$ cat config.mk
export PLATFORM = sky130hd
export DESIGN_NAME = multicycle_control
export DESIGN_NICKNAME = d
export VERILOG_FILES = /design/src/rtl/control_pkg.sv /design/src/rtl/control_decode.sv /design/src/rtl/multicycle_control.sv
export SDC_FILE = /design/constraint.sdc
export NUM_CORES = 1
export LEC_CHECK = 0
export BUFFER_PORTS_ARGS = -buffer_cell sky130_fd_sc_hd__buf_2
export CORE_ASPECT_RATIO = 0.75
export CORE_UTILIZATION = 35
export CTS_BUF_LIST = sky130_fd_sc_hd__clkbuf_8
export CTS_CLUSTER_SIZE = 40
export DETAILED_ROUTE_END_ITERATION = 8
export SETUP_SLACK_MARGIN = 0.3
export SLEW_MARGIN = 20
export SYNTH_ARGS = -nofsm -noshare
export SYNTH_HDL_FRONTEND = slang
export SYNTH_SLANG_ARGS = --single-unit
$ cat constraint.sdc
create_clock -name clock -period 3.45 [get_ports clock]
set_input_delay 0.5175 -clock clock [delete_from_list [all_inputs] [get_ports clock]]
set_output_delay 0.5175 -clock clock [all_outputs]
set_load 0.005 [all_outputs]
$ cat src/rtl/control_pkg.sv
// Shared encodings for the RV32I-subset control path: opcodes, ALU op codes,
// FSM state codes and the packed control word latched in DECODE.
package control_pkg;

    localparam logic [6:0] OPC_LOAD   = 7'b0000011;
    localparam logic [6:0] OPC_OP_IMM = 7'b0010011;
    localparam logic [6:0] OPC_STORE  = 7'b0100011;
    localparam logic [6:0] OPC_OP     = 7'b0110011;
    localparam logic [6:0] OPC_BRANCH = 7'b1100011;
    localparam logic [6:0] OPC_JAL    = 7'b1101111;
    localparam logic [6:0] OPC_LUI    = 7'b0110111;

    localparam logic [1:0] ALU_ADD    = 2'b00;
    localparam logic [1:0] ALU_SUB    = 2'b01;
    localparam logic [1:0] ALU_FUNCT  = 2'b10;
    localparam logic [1:0] ALU_PASS_B = 2'b11;

    typedef enum logic [2:0] {
        S_FETCH  = 3'd0,
        S_DECODE = 3'd1,
        S_EXEC   = 3'd2,
        S_MEM    = 3'd3,
        S_WB     = 3'd4,
        S_HALT   = 3'd5
    } state_t;

    typedef struct packed {
        logic       branch;
        logic       jump;
        logic       mem_read;
        logic       mem_write;
        logic       mem_to_reg;
        logic [1:0] alu_op;
        logic       alu_src;
        logic       reg_write;
    } ctrl_t;

endpackage

$ cat src/rtl/control_decode.sv
// Combinational opcode decoder: opcode in, control word plus illegal flag out.
// Zero latency; unknown opcodes yield an all-zero control word.
module control_decode
    import control_pkg::*;
#(
    parameter int OPCODE_W = 7
)(
    input  logic [OPCODE_W-1:0] opcode,
    output ctrl_t               ctrl,
    output logic                illegal
);

    always_comb begin
        ctrl    = '0;
        illegal = 1'b0;
        case (opcode)
            OPCODE_W'(OPC_LOAD): begin
                ctrl.mem_read   = 1'b1;
                ctrl.mem_to_reg = 1'b1;
                ctrl.alu_op     = ALU_ADD;
                ctrl.alu_src    = 1'b1;
                ctrl.reg_write  = 1'b1;
            end
            OPCODE_W'(OPC_OP_IMM): begin
                ctrl.alu_op    = ALU_FUNCT;
                ctrl.alu_src   = 1'b1;
                ctrl.reg_write = 1'b1;
            end
            OPCODE_W'(OPC_STORE): begin
                ctrl.mem_write = 1'b1;
                ctrl.alu_op    = ALU_ADD;
                ctrl.alu_src   = 1'b1;
            end
            OPCODE_W'(OPC_OP): begin
                ctrl.alu_op    = ALU_FUNCT;
                ctrl.reg_write = 1'b1;
            end
            OPCODE_W'(OPC_BRANCH): begin
                ctrl.branch = 1'b1;
                ctrl.alu_op = ALU_SUB;
            end
            OPCODE_W'(OPC_JAL): begin
                ctrl.jump      = 1'b1;
                ctrl.reg_write = 1'b1;
                ctrl.alu_op    = ALU_ADD;
            end
            OPCODE_W'(OPC_LUI): begin
                ctrl.alu_op    = ALU_PASS_B;
                ctrl.alu_src   = 1'b1;
                ctrl.reg_write = 1'b1;
            end
            default: illegal = 1'b1;
        endcase
    end

endmodule

$ cat src/rtl/multicycle_control.sv
// Multi-cycle FETCH/DECODE/EXEC/MEM/WB control FSM; 3-5 cycles per instruction plus memory waits.
// Stalls in FETCH on instr_valid and in MEM on mem_ready, with an optional MEM timeout.
module multicycle_control
    import control_pkg::*;
#(
    parameter int OPCODE_W        = 7,
    parameter int ALUOP_W         = 2,
    parameter int MEM_TIMEOUT     = 16,
    parameter int TRAP_ON_ILLEGAL = 1
)(
    input  logic                clock,
    input  logic                reset,
    input  logic [OPCODE_W-1:0] opcode,
    input  logic                instr_valid,
    input  logic                mem_ready,
    output logic                ir_write,
    output logic                pc_write,
    output logic                branch,
    output logic                jump,
    output logic                memRead,
    output logic                memWrite,
    output logic                memtoReg,
    output logic [ALUOP_W-1:0]  aluOp,
    output logic                aluSrc,
    output logic                regWrite,
    output logic                illegal,
    output logic                bus_error,
    output logic                instr_done,
    output logic [2:0]          state_out
);

    localparam int CNT_W = (MEM_TIMEOUT > 2) ? $clog2(MEM_TIMEOUT) : 1;

    state_t           state;
    ctrl_t            ctrl;
    ctrl_t            dec_ctrl;
    logic             dec_illegal;
    logic [CNT_W-1:0] cnt;
    logic             timeout_hit;
    logic             in_exec;
    logic             in_mem;
    logic             in_wb;

    control_decode #(.OPCODE_W(OPCODE_W)) u_decode (
        .opcode  (opcode),
        .ctrl    (dec_ctrl),
        .illegal (dec_illegal)
    );

    // MEM_TIMEOUT of 0 leaves the counter saturating and never fires.
    assign timeout_hit = (MEM_TIMEOUT != 0) && (cnt == CNT_W'(MEM_TIMEOUT - 1));

    always_ff @(posedge clock or posedge reset) begin
        if (reset) begin
            state      <= S_FETCH;
            ctrl       <= '0;
            cnt        <= '0;
            illegal    <= 1'b0;
            bus_error  <= 1'b0;
            instr_done <= 1'b0;
        end else begin
            illegal    <= 1'b0;
            bus_error  <= 1'b0;
            instr_done <= 1'b0;
            case (state)
                S_FETCH: begin
                    if (instr_valid) state <= S_DECODE;
                end
                S_DECODE: begin
                    ctrl <= dec_ctrl;
                    if (dec_illegal) begin
                        illegal <= 1'b1;
                        if (TRAP_ON_ILLEGAL != 0) begin
                            state <= S_HALT;
                        end else begin
                            state      <= S_FETCH;
                            instr_done <= 1'b1;
                        end
                    end else begin
                        state <= S_EXEC;
                    end
                end
                S_EXEC: begin
                    if (ctrl.mem_read || ctrl.mem_write) begin
                        state <= S_MEM;
                    end else if (ctrl.branch) begin
                        state      <= S_FETCH;
                        instr_done <= 1'b1;
                    end else begin
                        state <= S_WB;
                    end
                end
                S_MEM: begin
                    if (mem_ready) begin
                        cnt <= '0;
                        if (ctrl.mem_read) begin
                            state <= S_WB;
                        end else begin
                            state      <= S_FETCH;
                            instr_done <= 1'b1;
                        end
                    end else if (timeout_hit) begin
                        cnt        <= '0;
                        bus_error  <= 1'b1;
                        instr_done <= 1'b1;
                        state      <= S_FETCH;
                    end else if (cnt != {CNT_W{1'b1}}) begin
                        cnt <= cnt + 1'b1;
                    end
                end
                S_WB: begin
                    state      <= S_FETCH;
                    instr_done <= 1'b1;
                end
                S_HALT: state <= S_HALT;
                default: state <= S_FETCH;
            endcase
        end
    end

    assign in_exec = (state == S_EXEC);
    assign in_mem  = (state == S_MEM);
    assign in_wb   = (state == S_WB);

    // Instruction fetch handshake is the only path from an input to an output.
    assign ir_write = (state == S_FETCH) && instr_valid;
    assign pc_write = ir_write;

    assign aluOp    = (in_exec || in_mem || in_wb) ? ALUOP_W'(ctrl.alu_op) : '0;
    assign aluSrc   = (in_exec || in_mem || in_wb) && ctrl.alu_src;
    assign branch   = in_exec && ctrl.branch;
    assign jump     = in_exec && ctrl.jump;
    assign memRead  = in_mem && ctrl.mem_read;
    assign memWrite = in_mem && ctrl.mem_write;
    assign regWrite = in_wb && ctrl.reg_write;
    assign memtoReg = in_wb && ctrl.mem_to_reg;

    assign state_out = state;

endmodule
Word-level counts from Yosys, hierarchy flattened
Cells that the tools add are included.
{ "word_totals": {"regBits": 18, "out_inout_bits": 17} }
{ "classes": {"n_addsub": 1, "n_eq_ne": 16, "muxes": 29, "n_reduce_logical": 19} }
{ "ops": {"columns": ["operator", "n"], "rows": [
  ["== test 7 x 6 -> 1 bit, second input constant", 3],
  ["2-to-1 mux 3 bit", 7],
  ["2-to-1 mux 1 bit", 15],
  ["one-hot mux 3 bit (5 select lines)", 1],
  ["== test 7 bit, second input constant", 2],
  ["2-to-1 mux 4 bit", 3],
  ["logical AND 1 bit", 8],
  ["== test 7 x 2 -> 1 bit, second input constant", 1],
  ["== test 7 x 5 -> 1 bit, second input constant", 1],
  ["OR reduction 7 bit", 1],
  ["== test 3 x 2 -> 1 bit, second input constant", 2],
  ["== test 3 bit, second input constant", 2],
  ["one-hot mux 2 bit (3 select lines)", 1],
  ["OR reduction 5 bit", 1],
  ["adder 4 x 1 -> 4 bit, second input constant", 1],
  ["== test 4 bit, second input constant", 1],
  ["inequality test 4 bit, second input constant", 1],
  ["AND reduction 2 bit", 2],
  ["OR reduction 4 bit", 1],
  ["== test 3 x 1 -> 1 bit, second input constant", 1],
  ["logical NOT 3 bit", 1],
  ["logical OR 1 bit", 3],
  ["inequality test 3 bit, second input constant", 1],
  ["one-hot mux 1 bit (3 select lines)", 1],
  ["4 further kinds", 4]
]} }

Longest topological paths before layout
{ "depth": {"depth_word": 4, "mapped_depth": 5, "mapped_depth_nobuf": 5} }

Modules after synthesis
A second synthesis with hierarchy kept.
{ "unflattened": {"hier_cells": 113, "hier_area_um2": 1176.1} }
{ "by_module_without_submodules": {"columns": ["mod", "instances", "cells_each", "area_each_um2"], "rows": [
  ["multicycle_control", 1, 84, 982.2],
  ["control_decode", 1, 29, 193.9]
]} }

Least setup slack after synthesis
No wires, ideal clock.
{ "synth_timing": {"path_type": "input port to flip-flop", "startpoint": "in opcode[2]", "endpoint": "reg state[1] (netlist: state_out[1])", "setup_time_ns": 0.124, "t_arrival_ns": 1.503, "setup_slack_ns": 1.824, "path_stages": 5, "n_path_buf": 1, "path_cell_list": "buf_4 > and3_2 > o311ai_1 > nand2_1 > a211o_1"} }
{ "synth_between": {"elab_chain_len": 4} }
{ "synth_lines": {"columns": ["element", "line_no", "rtl"], "rows": [
  ["from (decl)", "multicycle_control.sv:13", "input logic [OPCODE_W-1:0] opcode,"],
  ["== test 7 x 6 -> 1 bit (tied with other cells)", "control_decode.sv:16", "case (opcode)"],
  ["OR reduction 7 bit (no line) *", null, null],
  ["2-to-1 mux 3 bit *", "multicycle_control.sv:71", "if (dec_illegal) begin"],
  ["one-hot mux 3 bit (5 select lines) *", "multicycle_control.sv:65", "case (state)"],
  ["to (signal assigned)", "multicycle_control.sv:67", "if (instr_valid) state <= S_DECODE;"],
  ["to (signal assigned)", "multicycle_control.sv:74", "state <= S_HALT;"],
  ["to (signal assigned)", "multicycle_control.sv:76", "state <= S_FETCH;"],
  ["to (decl)", "multicycle_control.sv:34", "state_t state;"]
]} }
Mark *: on every way between the ends. The rest lies on a longest branch, timed or not.
A chain may end at the register's enable or synchronous reset.

Final worst setup path
{ "layout_timing": {"startpoint": "reg state[2] (netlist: state_out[2])", "endpoint": "out aluOp[0]"} }
{ "layout_between": {"elab_chain_len": 4} }
{ "layout_lines": {"columns": ["element", "line_no", "rtl"], "rows": [
  ["from (signal assigned)", "multicycle_control.sv:55", "state <= S_FETCH;"],
  ["from (signal assigned)", "multicycle_control.sv:67", null],
  ["from (signal assigned)", "multicycle_control.sv:74", null],
  ["== test 3 x 2 -> 1 bit, on equally long branches", "multicycle_control.sv:121, multicycle_control.sv:122", null],
  ["logical OR 1 bit", "multicycle_control.sv:129", "assign aluOp = (in_exec || in_mem || in_wb) ? ALUOP_W'(ctrl.alu_op) : '0;"],
  ["logical OR 1 bit *", "multicycle_control.sv:129", null],
  ["2-to-1 mux 2 bit *", "multicycle_control.sv:129", null],
  ["to (decl)", "multicycle_control.sv:23", "output logic [ALUOP_W-1:0] aluOp,"]
]} }
Marked as above.

==> impl_summary.log <==
[metrics] top cell type's share of synthesized area: between 40% and 50%
[metrics] IO Pins: 28
[metrics] Leak Pwr: 0.6053 nW
[metrics] unrepaired setup endpoints after global routing: no
[metrics] number of buffers inserted by hold repair at cts: 0
[metrics] number of I/O port buffers: 27
[metrics] Routed wire per std cell: roughly 14 um
[metrics] number of distinct library cell variants in the gate-level netlist after synthesis: approximately 40
[metrics] total negative setup slack: 0 ps
[metrics] global-route wire length before repair: 4105 um
[metrics] number of storage elements in the synthesis netlist: 18
[metrics] number of design-rule violations left by the first detailed-router iteration: 26
[metrics] final count of hold timing violations: 0
[metrics] clock tree from TritonCTS: yes
[metrics] data arrival time of the critical path: 1560 ps
[metrics] clock input transition at the sequential cells of the worst setup and hold paths: about 70 ps
[metrics] Mapped Nets: 128
[metrics] pre-CTS setup slack: approximately 1700 ps
[metrics] slowest stage cell, crit path: dfrtp_1
[metrics] slack of the critical path: 1372 ps
[metrics] fin nets: 154
[metrics] Power Total: 0.0005692 W
[metrics] Post-DP HPWL: 1812 um
[metrics] P&R area growth vs syn: 16.45%
[metrics] H-tree lvl count: 1
[metrics] kind of launch point of the worst setup path: register
[metrics] Antenna Cells: 0
[metrics] timing-limited maximum frequency: just under 500 MHz
[metrics] core footprint: 2743 sq um
[metrics] starting density of the core: 38.55%
[metrics] count of synthesis-stage warnings from yosys: 0
[metrics] fin crit share: 60.23%
[metrics] count of max-cap constraint violations: 0
[metrics] top layer in use: met4
[metrics] category of the critical setup timing path: register to primary output
[metrics] run status: finished, final reports clean
[metrics] number of max-slew violations in the final report: 0
[metrics] Least-Margin Pin Slew: 677.8 ps
[metrics] GR Overflow Total: 0
[metrics] instance count after placement with tap cells included: ~170
[metrics] cells taking the most area after synthesis: dfrtp_1, nand2_1, clkbuf_8
[metrics] final wirelength: 2411 um
[metrics] Post-Synthesis Mean Instance Area: between 9 and 10 sq um
[metrics] count of fill cells added during filler insertion: 271
[metrics] number of placement rows: 16
[metrics] data required time of the critical path: 2930 ps
[metrics] share of final-layout standard cells stronger than drive strength 1: between 20% and 30%
[metrics] library cell occupying the most area in the post-synthesis netlist: dfrtp_1
[metrics] Cell Area, Synth: 1057 sq um
[metrics] cell-by-cell trace of the critical path: inv_1, nor3_1, a21oi_1, nor2b_1, buf_2
[metrics] Critical Path End Type: primary output
[metrics] number of buffers added by the clock tree synthesis step: 3
[metrics] floorplan die height: 49.60 um
[metrics] Slew HR: between 50% and 60%
[metrics] final weighted congestion in routability-driven placement: 0.8674
[metrics] post-layout minimum cycle time: 2078 ps
[metrics] Via-to-Cell Ratio: around 5.4
[metrics] critical path's largest stage delay: 500 ps
[metrics] clock skew: 3.455 ps
[metrics] buffer depth of the longest clock path: 2
[metrics] largest fanout of any net on the critical path: 9
[metrics] overall fraction of global-route tracks in use: 16.83%
[metrics] antenna violations before repair: 0
[metrics] routed wl met3: 121 um
[metrics] x dimension of the die: 65.47 um
[metrics] total via count in the routed design: around 950
[metrics] maximum number of pins on one net before global-route repair: 19
[metrics] worst vdd ir: 0.2341 mV
[metrics] class of the tightest hold or removal check: primary input to asynchronous set/reset pin
[metrics] postcts setup bufs: 0
[metrics] vias in the first global route: 882
[metrics] Setup violations, final: 0
[metrics] non-filler cells, final: 177
[metrics] met1 routed wirelength after detailed routing: 1269 um
[metrics] Num Clock Sinks: 18
[metrics] instance count of the mapped netlist: roughly 120
[metrics] Detailed Routing Iterations Pass 1: 4
[metrics] Root Buffer Master: clkbuf_8
[metrics] die footprint: 3247 sq um
[metrics] met2 routed WL: 1006 um
[metrics] power density relative to cell area: around 460 nW/um^2
[metrics] number of remaining DRC errors: 0
[metrics] number of cells upsized or downsized after cts: 0
[metrics] count of nets left with antenna violations after detail routing: 0
[metrics] clock latency at the later pin of the worst-skew pair: 260 ps
[metrics] proportion of synthesized chip area in sequential cells: 42.60%
state kept, by name (all words and copies together) (netlist names):
register and flops:
ctrl 8, cnt 4, state_out 3, bus_error 1
illegal 1, instr_done 1
area by class of cell:
cell class | count | area (sq um) | share of cell area (%)
multi-input combinational | 86 | 523.0 | 42.48
sequential | 18 | 450.4 | 36.59
timing repair buffer | 27 | 135.1 | 10.98
clock buffer | 4 | 55.05 | 4.472
tap | 36 | 45.04 | 3.659
inverter | 6 | 22.52 | 1.829
layout by cell type, fill, tap and decap left out, types with 4 or more instances in the layout:
cell type / n
dfrtp_1: 18
o31ai_1: 5
o21ai_0: 8
inv_1: 6
nor2b_1: 4
nor2_1: 11
buf_2: 27
clkbuf_8: 4
nand2_1: 14
a21oi_1: 5
logic make-up after synthesis:
logic type	count (synthesis)	synth area share [%]
compound gates	30	19.29
xor+xnor	1	0.8286
fa+ha+maj	1	1.183
buf+inv	12	7.928
flops	18	42.60
mux	1	1.065
simple gates	53	27.10
path summary, 6_finish.rpt:
path                                        to  depth (start not counted)  slack, ps                     start
min in group clock         ctrl[0]$_DFFE_PP0N_                          2        490       ctrl[0]$_DFFE_PP0N_
max in group asynchronous  ctrl[2]$_DFFE_PP0N_                          2       2670                     reset
hold reg to reg            ctrl[0]$_DFFE_PP0N_                          2        490       ctrl[0]$_DFFE_PP0N_
hold / removal               illegal$_DFF_PP0_                          2        350                     reset
setup reg to reg            cnt[0]$_DFFE_PP0P_                          3       1730  state_out[0]$_DFFE_PP0P_
setup / recovery                      aluOp[0]                          5       1370  state_out[2]$_DFFE_PP0P_
power breakdown:
part / switching, W / leakage (nW) / total [W] / internal [W]
sequential: 0.0000393 / 0.230 / 0.000292 / 0.000252
clock: 0.0000751 / 0.0288 / 0.000177 / 0.000102
combinational: 0.0000559 / 0.347 / 0.000101 / 0.0000452
Yosys cell counts, drive strengths merged:
library cell,number
and3,4
a22oi,1
a21o,1
clkbuf,3
o32ai,1
nor2b,4
o21ai,8
nand4,1
and2,1
and4,1
nor2,12
nand2b,1
a21boi,1
nor3b,1
o311ai,2
buf,3
dfrtp,18
nand3b,1
nand3,3
or3,3
a31oi,1
or3b,1
inv,6
nor3,2
a32oi,1
nor4,3
o31ai,5
ha,1
a21oi,5
a32o,2
and2b,1
xor2,1
nand2,14
mux2,1
a311oi,1
a211o,1
metal layers:
layer | up-vias | track usage [%]
li1 | 471 | -
met4 | 0 | 3.261
met1 | 460 | 25.58
met5 | - | 0
met2 | 21 | 22.68
met3 | 2 | 5.787
stage by stage:
| step | hold WS (ps) | instance area, sq um | util (%) |
|---|---|---|---|
| CTS | 378.3 | 1231 | 44.89 |
| global placement | 458.6 | 1176 | 42.88 |
| global route | 407.9 | 1231 | 44.89 |
| detailed placement | 475.9 | 1176 | 42.88 |
| floorplan | 437.1 | 1057 | - |
| finish | 345.8 | 1231 | 44.89 |
critical path: cells and delay by family (launching register included):
| family | cells | cell delay [ps] |
|---|---|---|
| AO/OA/AOI/OAI | 1 | 130 |
| buffers and inverters | 2 | 230 |
| flip-flops | 1 | 500 |
| AND/OR/NAND/NOR | 2 | 440 |
(Power assumes the default switching activity.)
